**src/rtl/az_sample_accum_pkg.sv**
```systemverilog
// Shared definitions for the auto-zero sample accumulator: state encodings,
// sticky flag bit positions and default widths.
package az_sample_accum_pkg;

    typedef enum logic [2:0] {
        StIdle     = 3'd0,
        StAccSig   = 3'd1,
        StWaitZero = 3'd2,
        StAccZero  = 3'd3,
        StPublish  = 3'd4
    } az_state_e;

    // Bit positions inside the 3-bit flags vector {sat, seq_err, overrun}.
    localparam int unsigned FlagSat     = 2;
    localparam int unsigned FlagSeqErr  = 1;
    localparam int unsigned FlagOverrun = 0;

    localparam int unsigned DefDataW = 24;
    localparam int unsigned DefAccW  = 32;
    localparam int unsigned DefCntW  = 16;

endpackage

```
**src/rtl/az_sample_accum_sat_add_signed.sv**
```systemverilog
// Signed W-bit add/subtract with overflow detect; clamps to the signed range
// when AZ_ACCUM_SATURATE_EN is defined, otherwise wraps.
module sat_add_signed #(
    parameter int unsigned W = 32
) (
    input  logic [W-1:0] i_a,
    input  logic [W-1:0] i_b,
    input  logic         i_sub,
    output logic [W-1:0] o_y,
    output logic         o_ovf
);

    logic [W:0] w_full;
    logic       w_ovf;

    always_comb begin
        if (i_sub) begin
            w_full = {i_a[W-1], i_a} - {i_b[W-1], i_b};
        end else begin
            w_full = {i_a[W-1], i_a} + {i_b[W-1], i_b};
        end
    end

    assign w_ovf = w_full[W] ^ w_full[W-1];
    assign o_ovf = w_ovf;

`ifdef AZ_ACCUM_SATURATE_EN
    always_comb begin
        o_y = w_full[W-1:0];
        if (w_ovf) begin
            // Sign of the wide result tells which rail was crossed.
            o_y = w_full[W] ? {1'b1, {(W-1){1'b0}}} : {1'b0, {(W-1){1'b1}}};
        end
    end
`else
    assign o_y = w_full[W-1:0];
`endif

endmodule

```
**src/rtl/az_sample_accum.sv**
```systemverilog
// Accumulates ADC words over the signal then zero window of one auto-zero cycle and
// publishes sums, difference and counts. AZ_ACCUM_SATURATE_EN selects clamping arithmetic.
module az_sample_accum
    import az_sample_accum_pkg::*;
#(
    parameter int unsigned DATA_W = DefDataW,
    parameter int unsigned ACC_W  = DefAccW,
    parameter int unsigned CNT_W  = DefCntW
) (
    input  logic              clk,
    input  logic              reset,
    input  logic              sample_sig,
    input  logic              sample_zero,
    input  logic              adc_valid,
    input  logic [DATA_W-1:0] adc_data,
    input  logic              clear_flags,
    input  logic              result_ready,
    output logic              result_valid,
    output logic [ACC_W-1:0]  result_sig,
    output logic [ACC_W-1:0]  result_zero,
    output logic [ACC_W-1:0]  result_diff,
    output logic [CNT_W-1:0]  result_cnt_sig,
    output logic [CNT_W-1:0]  result_cnt_zero,
    output logic [2:0]        flags,
    output logic [6:0]        vec_monitor
);

`ifdef AZ_ACCUM_SATURATE_EN
    localparam bit SatEn = 1'b1;
`else
    localparam bit SatEn = 1'b0;
`endif

    az_state_e        r_state, w_state_d;
    logic             r_sig_q, r_zero_q, r_primed;
    logic [ACC_W-1:0] r_acc_sig, r_acc_zero, w_acc_sig_d, w_acc_zero_d;
    logic [CNT_W-1:0] r_cnt_sig, r_cnt_zero, w_cnt_sig_d, w_cnt_zero_d;
    logic [ACC_W-1:0] r_res_sig, r_res_zero, r_res_diff;
    logic [ACC_W-1:0] w_res_sig_d, w_res_zero_d, w_res_diff_d;
    logic [CNT_W-1:0] r_res_cnt_sig, r_res_cnt_zero, w_res_cnt_sig_d, w_res_cnt_zero_d;
    logic             r_res_valid, w_res_valid_d;
    logic [2:0]       r_flags, w_flags_d;

    logic             w_sig_rise, w_sig_fall, w_zero_rise, w_zero_fall, w_seq_err;
    logic [ACC_W-1:0] w_ext, w_sig_base, w_zero_base;
    logic [ACC_W-1:0] w_sig_sum, w_zero_sum, w_diff;
    logic             w_sig_ovf, w_zero_ovf, w_diff_ovf;
    logic [CNT_W-1:0] w_cnt_sig_base, w_cnt_zero_base, w_cnt_sig_inc, w_cnt_zero_inc;
    logic             w_sat_set, w_ovr_set;

    // Edges are suppressed on the first cycle after reset so a window that was
    // already high at release is not mistaken for a fresh rise.
    assign w_sig_rise  = r_primed & sample_sig & ~r_sig_q;
    assign w_sig_fall  = ~sample_sig & r_sig_q;
    assign w_zero_rise = r_primed & sample_zero & ~r_zero_q;
    assign w_zero_fall = ~sample_zero & r_zero_q;

    assign w_seq_err = (sample_sig & sample_zero) |
                       (w_zero_rise & ((r_state == StIdle) | (r_state == StAccSig)));

    assign w_ext = ACC_W'($signed(adc_data));

    // Outside the accumulate states the adders start from zero (window start).
    assign w_sig_base      = (r_state == StAccSig)  ? r_acc_sig  : '0;
    assign w_zero_base     = (r_state == StAccZero) ? r_acc_zero : '0;
    assign w_cnt_sig_base  = (r_state == StAccSig)  ? r_cnt_sig  : '0;
    assign w_cnt_zero_base = (r_state == StAccZero) ? r_cnt_zero : '0;

    assign w_cnt_sig_inc  = (&w_cnt_sig_base)  ? w_cnt_sig_base  : w_cnt_sig_base + CNT_W'(1);
    assign w_cnt_zero_inc = (&w_cnt_zero_base) ? w_cnt_zero_base : w_cnt_zero_base + CNT_W'(1);

    sat_add_signed #(.W(ACC_W)) u_add_sig (
        .i_a   (w_sig_base),
        .i_b   (w_ext),
        .i_sub (1'b0),
        .o_y   (w_sig_sum),
        .o_ovf (w_sig_ovf)
    );

    sat_add_signed #(.W(ACC_W)) u_add_zero (
        .i_a   (w_zero_base),
        .i_b   (w_ext),
        .i_sub (1'b0),
        .o_y   (w_zero_sum),
        .o_ovf (w_zero_ovf)
    );

    sat_add_signed #(.W(ACC_W)) u_diff (
        .i_a   (r_acc_sig),
        .i_b   (r_acc_zero),
        .i_sub (1'b1),
        .o_y   (w_diff),
        .o_ovf (w_diff_ovf)
    );

    always_comb begin
        w_state_d        = r_state;
        w_acc_sig_d      = r_acc_sig;
        w_acc_zero_d     = r_acc_zero;
        w_cnt_sig_d      = r_cnt_sig;
        w_cnt_zero_d     = r_cnt_zero;
        w_res_sig_d      = r_res_sig;
        w_res_zero_d     = r_res_zero;
        w_res_diff_d     = r_res_diff;
        w_res_cnt_sig_d  = r_res_cnt_sig;
        w_res_cnt_zero_d = r_res_cnt_zero;
        w_res_valid_d    = r_res_valid & ~result_ready;
        w_sat_set        = 1'b0;
        w_ovr_set        = 1'b0;

        if (w_seq_err) begin
            w_state_d = StIdle;
        end else begin
            unique case (r_state)
                StIdle: begin
                    if (w_sig_rise) begin
                        w_state_d   = StAccSig;
                        w_acc_sig_d = adc_valid ? w_sig_sum : '0;
                        w_cnt_sig_d = adc_valid ? w_cnt_sig_inc : '0;
                    end
                end
                StAccSig: begin
                    if (w_sig_fall) begin
                        w_state_d = StWaitZero;
                    end else if (adc_valid) begin
                        w_acc_sig_d = w_sig_sum;
                        w_cnt_sig_d = w_cnt_sig_inc;
                        w_sat_set   = w_sig_ovf;
                    end
                end
                StWaitZero: begin
                    if (w_zero_rise) begin
                        w_state_d    = StAccZero;
                        w_acc_zero_d = adc_valid ? w_zero_sum : '0;
                        w_cnt_zero_d = adc_valid ? w_cnt_zero_inc : '0;
                    end else if (w_sig_rise) begin
                        // Signal-only mode: previous signal data is discarded silently.
                        w_state_d   = StAccSig;
                        w_acc_sig_d = adc_valid ? w_sig_sum : '0;
                        w_cnt_sig_d = adc_valid ? w_cnt_sig_inc : '0;
                    end
                end
                StAccZero: begin
                    if (w_zero_fall) begin
                        w_state_d = StPublish;
                    end else if (adc_valid) begin
                        w_acc_zero_d = w_zero_sum;
                        w_cnt_zero_d = w_cnt_zero_inc;
                        w_sat_set    = w_zero_ovf;
                    end
                end
                StPublish: begin
                    w_state_d = StIdle;
                    if (!r_res_valid || result_ready) begin
                        w_res_sig_d      = r_acc_sig;
                        w_res_zero_d     = r_acc_zero;
                        w_res_diff_d     = w_diff;
                        w_res_cnt_sig_d  = r_cnt_sig;
                        w_res_cnt_zero_d = r_cnt_zero;
                        w_res_valid_d    = 1'b1;
                        w_sat_set        = w_diff_ovf;
                    end else begin
                        w_ovr_set = 1'b1;
                    end
                end
                default: w_state_d = StIdle;
            endcase
        end

        // Clear first so that a flag raised in the same cycle survives.
        w_flags_d = clear_flags ? 3'b000 : r_flags;
        if (w_sat_set && SatEn) w_flags_d[FlagSat] = 1'b1;
        if (w_seq_err)          w_flags_d[FlagSeqErr] = 1'b1;
        if (w_ovr_set)          w_flags_d[FlagOverrun] = 1'b1;
    end

    always_ff @(posedge clk or posedge reset) begin
        if (reset) begin
            r_state <= StIdle;
        end else begin
            r_state <= w_state_d;
        end
    end

    always_ff @(posedge clk or posedge reset) begin
        if (reset) begin
            r_sig_q        <= 1'b0;
            r_zero_q       <= 1'b0;
            r_primed       <= 1'b0;
            r_acc_sig      <= '0;
            r_acc_zero     <= '0;
            r_cnt_sig      <= '0;
            r_cnt_zero     <= '0;
            r_res_sig      <= '0;
            r_res_zero     <= '0;
            r_res_diff     <= '0;
            r_res_cnt_sig  <= '0;
            r_res_cnt_zero <= '0;
            r_res_valid    <= 1'b0;
            r_flags        <= 3'b000;
        end else begin
            r_sig_q        <= sample_sig;
            r_zero_q       <= sample_zero;
            r_primed       <= 1'b1;
            r_acc_sig      <= w_acc_sig_d;
            r_acc_zero     <= w_acc_zero_d;
            r_cnt_sig      <= w_cnt_sig_d;
            r_cnt_zero     <= w_cnt_zero_d;
            r_res_sig      <= w_res_sig_d;
            r_res_zero     <= w_res_zero_d;
            r_res_diff     <= w_res_diff_d;
            r_res_cnt_sig  <= w_res_cnt_sig_d;
            r_res_cnt_zero <= w_res_cnt_zero_d;
            r_res_valid    <= w_res_valid_d;
            r_flags        <= w_flags_d;
        end
    end

    assign result_valid    = r_res_valid;
    assign result_sig      = r_res_sig;
    assign result_zero     = r_res_zero;
    assign result_diff     = r_res_diff;
    assign result_cnt_sig  = r_res_cnt_sig;
    assign result_cnt_zero = r_res_cnt_zero;
    assign flags           = r_flags;
    assign vec_monitor     = {r_state, sample_sig, sample_zero, adc_valid, r_res_valid};

endmodule
```
**config.mk**
```make
export PLATFORM = sky130hd
export DESIGN_NAME = az_sample_accum
export DESIGN_NICKNAME = d
export VERILOG_FILES = /design/src/rtl/az_sample_accum_pkg.sv /design/src/rtl/az_sample_accum_sat_add_signed.sv /design/src/rtl/az_sample_accum.sv
export SDC_FILE = /design/constraint.sdc
export NUM_CORES = 1
export LEC_CHECK = 0
export ABC_AREA = 1
export ABC_CLOCK_PERIOD_IN_PS = 9900
export CORE_MARGIN = 2
export CORE_UTILIZATION = 49
export CTS_CLUSTER_SIZE = 28
export DETAILED_ROUTE_END_ITERATION = 10
export GPL_TIMING_DRIVEN = 1
export PLACE_DENSITY_LB_ADDON = 0.1
export RECOVER_POWER = 50
export SYNTH_ARGS = -nofsm -noshare
export SYNTH_HDL_FRONTEND = slang
export SYNTH_SLANG_ARGS = --single-unit
```
**constraint.sdc**
```tcl
create_clock -name clk -period 9.9 [get_ports clk]
set_input_delay 1.98 -clock clk [delete_from_list [all_inputs] [get_ports clk]]
set_output_delay 1.98 -clock clk [all_outputs]
set_load 0.01 [all_outputs]
```
== Word-level counts from Yosys, hierarchy flattened ==
Cells that the tools add are included.
Cells by class
  bitwise logic cells: 17
  reduce and logical (&&, ||, !) cells: 13
  mux-type cells: 43
  add/subtract/negate cells: 5
  equality and inequality tests: 12
Operator list (number)
  32-bit two-way mux: 11
  16-bit two-way mux: 13
  32-bit one-hot mux with 3 select lines: 1
  32-bit by 24-bit adder with 32-bit output: 2
  32-bit one-hot mux with 2 select lines: 1
  16-bit one-hot mux with 3 select lines: 1
  16-bit by 1-bit adder with 16-bit output (second input constant): 2
  16-bit one-hot mux with 2 select lines: 1
  16-bit AND reduction: 2
  32-bit subtractor: 1
  3-bit two-way mux: 5
  2-bit inequality test (second input constant): 6
  3-bit one-hot mux with 4 select lines: 1
  5-bit AND reduction: 2
  1-bit AND: 9
  1-bit two-way mux: 8
  3-bit by 2-bit == test with 1-bit output (second input constant): 2
  3-bit inequality test (second input constant): 2
  1-bit NOT: 6
  2-bit nonzero test: 3
  3-bit by 1-bit == test with 1-bit output (second input constant): 1
  3-bit == test (second input constant): 1
  3-bit logical NOT: 1
  3-bit AND reduction: 1
  6 further kinds: 7
Word-level totals
  input port bits: 31
  output and inout bits: 139
  bits in registers: 233
  logic and storage cells: 106

== Depth between registers and ports, before layout ==
  word-level depth: 8
  mapped depth: 18
  depth with buffers taken out: 16

== Cells and area by module ==
From an unflattened synthesis, not the netlist that was laid out.
Unflattened totals
  cells, all modules: 2999
  area total of the unflattened synthesis: 19815.3 µm²
By module, submodules not included
  az_sample_accum: area each 10478.8 µm², cells an instance 1267, sequential area each 5830.6 µm², times used 1
  sat_add_signed at u_add_sig ...: area each 3074.2 µm², cells an instance 571, sequential area each 0.0 µm², times used 2
  sat_add_signed at u_diff: area each 3188.1 µm², cells an instance 590, sequential area each 0.0 µm², times used 1

== Worst setup path before layout ==
OpenSTA, ideal clock, no wires.
  path type: in2out
  from: in adc_valid
  to: out vec_monitor[1]
  required time: 7.920 ns
  path slack: 5.821 ns
  data arrival time: 2.099 ns
  buffers on the path: 1
  cell stages on the path: 1
  cell sequence: buf_4
RTL lines
  start: declaration: line az_sample_accum.sv:14  | input logic adc_valid,
  end: declaration: line az_sample_accum.sv:25  | output logic [6:0] vec_monitor
No word-level cell between the ends.

==> out/summary.md <==
Traced cell by cell, the critical path runs through dlygate4sd3_1 > clkinvlp_2 > clkbuf_2. In this run the standard cell core region covers 35600 sq um. Clock tree synthesis found a total of 233 sinks.

The highest cell delay on the worst timing path is 2.38 ns, and the largest voltage drop on the vdd net is 0.000188 V. The HPWL after detailed placement was 42300 um. Setup total negative slack on the finished layout was measured at 0 ns. The setup path with the least slack is of type in2async. For the maximum level of the CTS H-tree, the log shows 1. The endpoint required time on the critical path is 10.26 ns, and the maximum clock skew at final layout is 0.0139 ns.

For this design the ratio of total power to cell area is 229 nW/um^2. Clock tree synthesis inserted a total of 28 buffers. The worst-margin pin slew was 4.29 ns; the number of buffers and inverters on the critical path was 3. The logs give 19700 sq um for the total placed instance area and 0 for the quantity of hold-fixing buffers added after cts.

The y dimension of the die is 194 um, and the XOR/XNOR share of the synthesized area is 0.0247. The number of antenna violations at the first check in global routing came out at 0. The number of nets in the synthesized netlist is 2927. The cell count after synthesis came out at 2798. In this run the tool buffered the top-level ports with 168 buffer cells. The relative max-transition margin came out at -1.88. The first global-routing pass estimated 86700 um of wire. The area fraction in and, or, nand and nor cells after synthesis works out to 0.378. The slowest stage of the critical path is the sky130_fd_sc_hd__clkinvlp_2 cell.

In this run, post-CTS repair resized a total of 0 instances. In this run the worst path has a maximum fanout of 96. Highest clock frequency the design can meet: 0.160 GHz. The biggest area contributor in the post-synthesis netlist is sky130_fd_sc_hd__dfrtp_1. After the first detailed-routing iteration, the DRC count stood at 1084.

The final worst-path cycle share is 0.630. After the last flow step, the layout net total stands at 3068. The mean cell area of the mapped netlist works out to 6.33 sq um. The largest family of logic cells by synthesized area was simple AND/OR/NAND/NOR gates. During I/O placement, the number of pins put on the boundary was 170.

Dividing the detail-routed via count by the number of cells gives 5.08. The overall routing resource usage came out at 0.285. The element type at the critical path end was an asynchronous set/reset pin. The worst setup path is launched from an input port. After detailed routing, the average wire length per cell comes to 15.6 um. The initial cell density of the core was 0.498; the number of core rows was 69.

For the number of remaining DRC errors, the log shows 0. In this run the post-CTS setup repair buffer count came out at 0. The run finished, with violations left. The total overflow left after global routing is 0. The sequential share of the synthesized area is 0.329. At the worst endpoint, the arrival time is 6.60 ns. The layout cell share with drive strength beyond 1 is 0.0361, and the floorplan die width is 194 um. The count of synthesis-stage warnings from yosys came out at 0. The tools report the count of different cell masters after synthesis as 43.

For this run, the leading register cell type out of synthesis is sky130_fd_sc_hd__dfrtp_1. TritonCTS built the clock tree. The mux cell area share after synthesis was 0. Wires add up to 53500 um. The number of violations of the max-capacitance limit is 2, and the number of hold-slack violations in the final timing report is 0.

The number of synthesized flops with an enable pin was 0. Setup repair after global routing left no endpoint under its margin. The synthesized design contains 233 register bits. The fraction of registers with async set or reset after synthesis was 1.00; the area of the mapped netlist was 17700 sq um. Largest net degree at the start of global routing: 144. After synthesis, the most frequently instantiated cells are sky130_fd_sc_hd__nand2_1 (1125), sky130_fd_sc_hd__inv_1 (497), sky130_fd_sc_hd__dfrtp_1 (233). The logs give 3573 for the layout filler cell count and 5 for the number of detailed-routing iterations run before antenna repair.

For the number of buffers between clock root and the deepest sink, the log shows 3. The share of the synthesized area in compound gates (AO/OA/AOI/OAI) is 0.0691, and the post-layout minimum cycle time is 6.24 ns. Yosys attributes the largest share of cell area to sky130_fd_sc_hd__dfrtp_1 (33%), sky130_fd_sc_hd__nand2_1 (24%), sky130_fd_sc_hd__inv_1 (11%). The count of vias placed by the detailed router was 17386.

In this run the static leakage power is 11.8 nW. The post-synthesis share of cell area spent on full adders, half adders and majority gates was 0.0705. In this run the remaining antenna-violating nets after routing total 0. The tools report the clock tree root buffer cell as sky130_fd_sc_hd__clkbuf_16.

The post-CTS clock slew at the launch and capture registers of the worst setup and hold paths was 0.06 ns. Summing all non-filler instances in the final layout gives an area of 20600 sq um. The cell with the most instances after synthesis was sky130_fd_sc_hd__nand2_1. For the number of failing setup endpoints in the final timing report, the log shows 0.

Relative to the synthesized area, the layout overhead comes to 16.2%. In this design, the largest share of critical-path delay is due to buffers and inverters. The path class of the tightest hold or removal check is reg2reg. The routability congestion estimate was 0.959; the top cell type's share of synthesized area was 0.329. The die footprint came out at 37700 sq um. The final-report max-slew violation count is 169, and the source-to-sink clock delay at the later pin of the worst-skew pair is 0.57 ns. The tools report the number of global-route vias before repair as 16648. The final reports fail on max-capacitance violations, max-slew violations.
## metrics by stage
stage,instances,utilization,setup WS [ns],hold WS (ns),power (mW)
finish,3423,0.579,3.66,0.466,4.72
global route,3422,0.579,2.56,0.487,5.09
CTS,3422,0.579,4.79,0.473,4.79
detailed placement,3370,0.553,4.59,0.459,3.72
global placement,3370,0.553,4.72,0.458,3.68
floorplan,2798,-,1.53,0.449,2.89
## cells by family after synthesis
logic type / Yosys count
AND/OR/NAND/NOR: 1618
flip-flops: 233
buffers and inverters: 569
XOR/XNOR: 50
adder cells (fa/ha/maj): 98
other: 2
AO/OA/AOI/OAI: 228
## registers in the layout, summed over array words and instances (netlist names)
| signal | flops |
|---|---|
| r_acc_zero | 32 |
| result_cnt_sig | 16 |
| flags | 2 |
| result_valid | 1 |
| result_zero | 32 |
| r_zero_q | 1 |
| result_cnt_zero | 16 |
| result_sig | 32 |
| r_primed | 1 |
| r_sig_q | 1 |
| r_cnt_zero | 16 |
| result_diff | 32 |
| r_acc_sig | 32 |
| r_state | 3 |
| r_cnt_sig | 16 |
## final cells by class
type                            count  area (sq um)  share of cell area
Sequential cell                   233          5830               0.283
Clock buffer                       39           813              0.0395
Clock inverter                     13           129             0.00626
Antenna cell                        1          2.50            0.000122
Timing Repair Buffer              175          1730              0.0841
Inverter                          505          1900              0.0924
Multi-Input combinational cell   1996          9600               0.466
Tap cell                          461           577              0.0280
## routing by layer
metal | global-route usage | vias up | wire length (um)
met5 | 0 | - | 0
met2 | 0.455 | 427 | 23600
met1 | 0.405 | 8028 | 25300
met4 | 0.0870 | 0 | 1680
met3 | 0.0341 | 98 | 3000
li1 | - | 8833 | -
## where the power goes
group	total, mW	internal (mW)	switching, mW
clock	1.05	0.624	0.428
sequential	1.36	1.20	0.164
combinational	2.31	0.805	1.50
total	4.72	2.63	2.09
## tightest hold or removal path: stages (launching register included)
cell	delay [ns]
sky130_fd_sc_hd__dfrtp_1	0.33
sky130_fd_sc_hd__nand2_1	0.06
sky130_fd_sc_hd__nand2_1	0.05
## final timing paths
kind	cells after the start	endpoint	slack (ns)	startpoint
worst max-delay path	3	result_sig[6]	3.66	reset
worst min-delay path	2	result_cnt_sig[10]	0.47	result_cnt_sig[10]
worst max register to register	9	r_acc_sig[18]	5.93	r_state[1]
worst min register to register	2	result_cnt_sig[10]	0.47	result_cnt_sig[10]
max in group clk	2	vec_monitor[3]	4.73	sample_sig
min in group asynchronous	2	result_cnt_sig[8]	3.15	reset
## placed cells by master, fill, tap and decap left out, drive strengths merged
master	netlist	layout
nand2	1130	1130
inv	505	504
nor2	249	249
dfrtp	233	233
nand3	159	159
o21ai	137	137
dlygate4sd3	0	135
ha	95	95
a21oi	57	57
clkbuf	12	40
xnor2	36	36
clkdlybuf4s50	0	33
nand4	33	33
nor3	30	30
o22ai	23	23
xor2	14	14
and2	8	8
clkinv	0	7
buf	52	6
o21bai	5	5
nand3b	5	5
clkinvlp	0	5
a21o	4	4
or2	3	3
fa	3	3
conb	2	2
bufinv	0	2
diode	0	1
nor3b	1	1
o31ai	1	1
o32ai	1	1
Note: power is estimated with default switching activity, not from simulation.
